File: src/rtl/adder_pkg.sv
// Shared types and helpers for the pipelined adder.
// Stage count and configuration-legality helpers are evaluated at elaboration time.
package adder_pkg;

  localparam int unsigned DEFAULT_STAGE_W = 4;

  typedef logic [DEFAULT_STAGE_W-1:0] chunk_t;

  function automatic int unsigned stages(input int unsigned width, input int unsigned stage_w);
    return width / stage_w;
  endfunction

  function automatic bit width_ok(input int unsigned width, input int unsigned stage_w);
    return (stage_w != 0) && (width >= stage_w) && ((width % stage_w) == 0);
  endfunction

endpackage

File: src/rtl/adder_stage.sv
// One registered chunk adder: chunk sum, carry-out and valid are captured when en is high.
module adder_stage #(
  parameter int unsigned W = 4
) (
  input  logic         clk,
  input  logic         rst,
  input  logic         en,
  input  logic         in_valid,
  input  logic [W-1:0] a,
  input  logic [W-1:0] b,
  input  logic         cin,
  output logic [W-1:0] sum,
  output logic         cout,
  output logic         out_valid
);

  logic [W:0] total;

  assign total = {1'b0, a} + {1'b0, b} + {{W{1'b0}}, cin};

  always_ff @(posedge clk) begin
    if (rst) begin
      sum       <= '0;
      cout      <= 1'b0;
      out_valid <= 1'b0;
    end else if (en) begin
      sum       <= total[W-1:0];
      cout      <= total[W];
      out_valid <= in_valid;
    end
  end

endmodule

File: src/rtl/pipelined_adder.sv
// WIDTH-bit adder pipelined STAGE_W bits per stage with valid/ready on both sides.
// Define ADDSUB_EN to add the Sub port (A - B - Cin when Sub=1).
module pipelined_adder
  import adder_pkg::*;
#(
  parameter int unsigned WIDTH   = 16,
  parameter int unsigned STAGE_W = 4
) (
  input  logic             clk,
  input  logic             rst,
  input  logic             in_valid,
  output logic             in_ready,
  input  logic [WIDTH-1:0] A,
  input  logic [WIDTH-1:0] B,
  input  logic             Cin,
`ifdef ADDSUB_EN
  input  logic             Sub,
`endif
  output logic             out_valid,
  input  logic             out_ready,
  output logic [WIDTH-1:0] S,
  output logic             Cout
);

  localparam int unsigned STAGES = stages(WIDTH, STAGE_W);

  if (!width_ok(WIDTH, STAGE_W)) begin : g_bad_cfg
    $error("pipelined_adder: WIDTH must be a non-zero multiple of STAGE_W");
  end

  logic             en;
  logic [WIDTH-1:0] b_eff;
  logic             cin_eff;

  // Whole pipeline advances together; a stalled output freezes every stage.
  assign en       = ~out_valid | out_ready;
  assign in_ready = en & ~rst;

`ifdef ADDSUB_EN
  // Subtract as A + ~B + ~Cin; inverting at entry lets Sub travel implicitly with the op.
  assign b_eff   = B ^ {WIDTH{Sub}};
  assign cin_eff = Cin ^ Sub;
`else
  assign b_eff   = B;
  assign cin_eff = Cin;
`endif

  if (STAGES == 1) begin : g_single
    adder_stage #(
      .W (STAGE_W)
    ) u_stage (
      .clk       (clk),
      .rst       (rst),
      .en        (en),
      .in_valid  (in_valid),
      .a         (A),
      .b         (b_eff),
      .cin       (cin_eff),
      .sum       (S),
      .cout      (Cout),
      .out_valid (out_valid)
    );
  end else begin : g_multi
    localparam int unsigned HiW = WIDTH - STAGE_W;

    logic [WIDTH-1:0]   a_in      [STAGES];
    logic [WIDTH-1:0]   b_in      [STAGES];
    logic               c_in      [STAGES];
    logic               v_in      [STAGES];
    logic [STAGE_W-1:0] stage_sum [STAGES];
    logic               stage_co  [STAGES];
    logic               stage_v   [STAGES];
    logic [HiW-1:0]     a_hi_q    [STAGES];
    logic [HiW-1:0]     b_hi_q    [STAGES];

    assign a_in[0] = A;
    assign b_in[0] = b_eff;
    assign c_in[0] = cin_eff;
    assign v_in[0] = in_valid;

    for (genvar k = 0; k < STAGES; k++) begin : g_stage
      adder_stage #(
        .W (STAGE_W)
      ) u_stage (
        .clk       (clk),
        .rst       (rst),
        .en        (en),
        .in_valid  (v_in[k]),
        .a         (a_in[k][STAGE_W-1:0]),
        .b         (b_in[k][STAGE_W-1:0]),
        .cin       (c_in[k]),
        .sum       (stage_sum[k]),
        .cout      (stage_co[k]),
        .out_valid (stage_v[k])
      );

      always_ff @(posedge clk) begin
        if (rst) begin
          a_hi_q[k] <= '0;
          b_hi_q[k] <= '0;
        end else if (en) begin
          a_hi_q[k] <= a_in[k][WIDTH-1:STAGE_W];
          b_hi_q[k] <= b_in[k][WIDTH-1:STAGE_W];
        end
      end

      // A rotates right: finished sum chunks enter at the top, so after the last stage
      // the A skew register has become the deskewed lower part of S.
      if (k + 1 < STAGES) begin : g_link
        assign a_in[k+1] = {stage_sum[k], a_hi_q[k]};
        assign b_in[k+1] = {{STAGE_W{1'b0}}, b_hi_q[k]};
        assign c_in[k+1] = stage_co[k];
        assign v_in[k+1] = stage_v[k];
      end
    end

    assign S         = {stage_sum[STAGES-1], a_hi_q[STAGES-1]};
    assign Cout      = stage_co[STAGES-1];
    assign out_valid = stage_v[STAGES-1];
  end

endmodule

File: config.mk
export PLATFORM = sky130hd
export DESIGN_NAME = pipelined_adder
export DESIGN_NICKNAME = d
export VERILOG_FILES = /design/src/rtl/adder_pkg.sv /design/src/rtl/adder_stage.sv /design/src/rtl/pipelined_adder.sv
export SDC_FILE = /design/constraint.sdc
export NUM_CORES = 1
export LEC_CHECK = 0
export CORE_MARGIN = 1.5
export CORE_UTILIZATION = 58
export DETAILED_ROUTE_END_ITERATION = 7
export GPL_TIMING_DRIVEN = 0
export PLACE_DENSITY = 0.84
export SYNTH_ARGS = -nofsm -noshare
export SYNTH_HDL_FRONTEND = slang
export SYNTH_SLANG_ARGS = --single-unit
File: constraint.sdc
create_clock -name clk -period 6.8 [get_ports clk]
set_clock_uncertainty 0.05 [all_clocks]
set_input_delay 0.68 -clock clk [delete_from_list [all_inputs] [get_ports clk]]
set_output_delay 0.68 -clock clk [all_outputs]
set_load 0.01 [all_outputs]
==> out/metrics.cfg <==
[logic_synthesis]
syn_area_per_cell_sq_um=14.3
ys_warn_count=0
synth_compound_area_frac=0.0660
synthSimpleGateAreaFrac=0.134
synthXorXnorAreaFrac=0.0174
synth_mux_area_frac=0
post_synth_num_cell_types=22
synth-adder-area-share=0.0769
synthesis.nets=340
synthCells=283
yosysSeqAreaShare=0.654
yosys_register_bits=96
synth_top_family_by_area=simple AND/OR/NAND/NOR gates
syn-cell-area_sq_um=4040

[clock_tree]
cts_sinks=96
cts.repair.resized=0
cts_setup_buffers=0
clockBufferDepth=2
clk_latency_ns=0.35
htree_levels=3
cts-root-buf=clkbuf_8
ctsHoldBuffers=0
clk_pin_slew_ns=0.08
cts_tree=done
cts_buffers=9

[layout]
layout.nets=407
antenna_cells=0
design_area_sq_um=4880
areaGrowthSynthToFinish_pct=20.9
layout-drive-gt1-share=0.138

[worst_setup_path]
r2r-end=g_multi.a_hi_q[0][3]
worstPathRequired_ns=6.07
cp.arrival_ns=2.25
critPathBufInv=4
cp_slowest_cell=clkdlybuf4s50_1
cp.depth=5
crit_family=buffers and inverters
critPathCaptureType=output pin
start_kind=input port
critPathKind=input port to output pin
critPathMaxStageDelay_ns=0.58
ff2ff_path_depth=6
startpoint=rst
r2r_setup_slack_ns=4.83
path_cells=clkdlybuf4s50_1 > inv_2 > nand2_2 > inv_2 > clkdlybuf4s50_1
cp_max_fo=10
reg2reg_from=g_multi.g_stage[3].u_stage.out_valid

[drt]
wire_per_inst_microns=16.4
dr.first_iter.drc_count=228
drtPass1Iterations=4
via_per_inst=5.64
vias=2455
routed_wl_mm=7.13
drc=0
ant_nets=0

[pwr]
p_clk_frac=0.299
p_leak_uw=0.00228
p_sw_frac=0.221
p_seq_frac=0.610
power_density_nw_per_um2=228
p_sw_uw=246
ir_worst_vdd_mv=0.126
power_frac_comb=0.092
finalPower_uw=1110
p_int_uw=866

[floorplanning]
boundaryPins=56
num_rows=30
die_w_microns=86.4
die_h_microns=86.4
die-area_sq_um=7470
initial_core_util=0.598
core_sq_um=6760

[timing]
finalMaxSlewViolations=0
min_period_ns=2.98
fmax_ghz=0.335
setup_slack_ns=3.82
grt_setup_unrepaired=no
hold_viol=0
worstMarginPinSlew_ns=0.606
holdWs_ns=0.405
final.setup.tns_ns=0
worst_slew_margin_rel=0.595
min_period_over_period=0.438
setup_viol=0

[hold_path]
holdPathStages=2
min_path_type=register to register
worstHoldStart=g_multi.g_stage[3].u_stage.sum[3]
hold_path_end=g_multi.g_stage[3].u_stage.sum[3]

[placement]
placed_area_sq_um=4710
io_buffers=55
gp_congestion=0.900
pre_cts_slack_ns=3.82
dpl.hpwl_mm=5.21

[global_routing]
grtUsageTotal=0.212
grt_max_degree=46
grt_antenna_before_repair=0
grt_overflow=0
grt_pass1_vias=2366
grt_pass1_wl_mm=11.6

[status]
status=completed

[job]
drv_cap=0

==> logic make-up (layout without fill, tap and decap cells) <==
logic type                 after synthesis  after routing
and+or+nand+nor                         89             89
adders and majority gates               20             20
DFF                                     96             96
xor gates and xnor gates                 8              8
buffers and inverters                   30            102
AOI/OAI and AO/OA                       40             40
==> power groups by stage <==
stage / Combinational (uW) / Sequential, uW / Clock (uW)
6_report: 102 / 678 / 332
5_1_grt: 113 / 681 / 358
4_1_cts: 103 / 678 / 335
3_5_place_dp: 103 / 691 / 0
3_3_place_gp: 98.0 / 690 / 0
2_1_floorplan: 54.1 / 688 / 0
==> cell usage after synthesis <==
library cell | n | area [sq um]
a21o_1 | 9 | 67.6
a21oi_1 | 8 | 40.0
a22o_1 | 1 | 8.76
a22o_2 | 8 | 80.1
and3_1 | 72 | 450
buf_2 | 7 | 35.0
buf_6 | 11 | 124
clkbuf_2 | 1 | 5.00
dfxtp_1 | 24 | 480
edfxtp_1 | 72 | 2160
fa_1 | 8 | 160
ha_1 | 12 | 150
inv_1 | 9 | 33.8
inv_2 | 2 | 7.51
nand2_1 | 14 | 52.6
nand2_2 | 1 | 6.26
nand2b_4 | 1 | 13.8
nor2_8 | 1 | 20.0
o21ai_0 | 13 | 65.1
o21ai_1 | 1 | 5.00
xnor2_1 | 2 | 17.5
xor2_1 | 6 | 52.6
==> worst register-to-register path, cell delays in order (launching register included) <==
cell	delay, ns
dfxtp_1	0.35
nand2b_4	0.08
buf_6	0.17
nor2_8	0.06
buf_6	0.16
inv_2	0.45
buf_12	0.33
==> cells in the final DEF (no fill, tap or decap), drive strengths merged, types with 8 or more instances in the layout <==
master,n
a21o,9
clkdlybuf4s50,55
nand2,15
edfxtp,72
and3,72
buf,19
clkbuf,12
dfxtp,24
inv,12
ha,12
o21ai,14
a22o,9
a21oi,8
fa,8
==> worst max-delay path by stage <==
stage               slack (ns)              endpoint
floorplan                 3.83  g_multi.a_hi_q[0][0]
global placement          2.84  g_multi.b_hi_q[0][4]
detailed placement        3.82              in_ready
CTS                       3.82              in_ready
global route              3.77              in_ready
finish                    3.82              in_ready
==> registers in the layout (all words and copies together) (netlist names) <==
register,cells
g_multi.b_hi_q,24
g_multi.g_stage.u_stage.out_valid,4
g_multi.g_stage.u_stage.cout,4
g_multi.a_hi_q,48
g_multi.g_stage.u_stage.sum,16
==> layer usage <==
layer  GRT usage  wire, microns  vias up  part of all wire
met5           0              0        -                 0
met4      0.0894            199        0             0.028
met3      0.0410            411       19             0.058
met2       0.369           3720       81              0.52
met1       0.258           2800     1185              0.39
li1            -              -     1170                 -
==> final cells by class <==
type	count	area (sq um)
sequential	96	2640
fill	453	1880
multi-input combinational	157	1190
timing repair buffer	56	571
buffer	19	164
clock buffer	11	141
tap	80	100
inverter	11	41.3
clock inverter	5	31.3
==> metrics by stage <==
step / util / cells
floorplan: - / 283
global placement: 0.694 / 418
detailed placement: 0.697 / 419
CTS: 0.722 / 435
global route: 0.722 / 435
finish: 0.722 / 435
No activity file was read; power rests on OpenSTA's default activity.
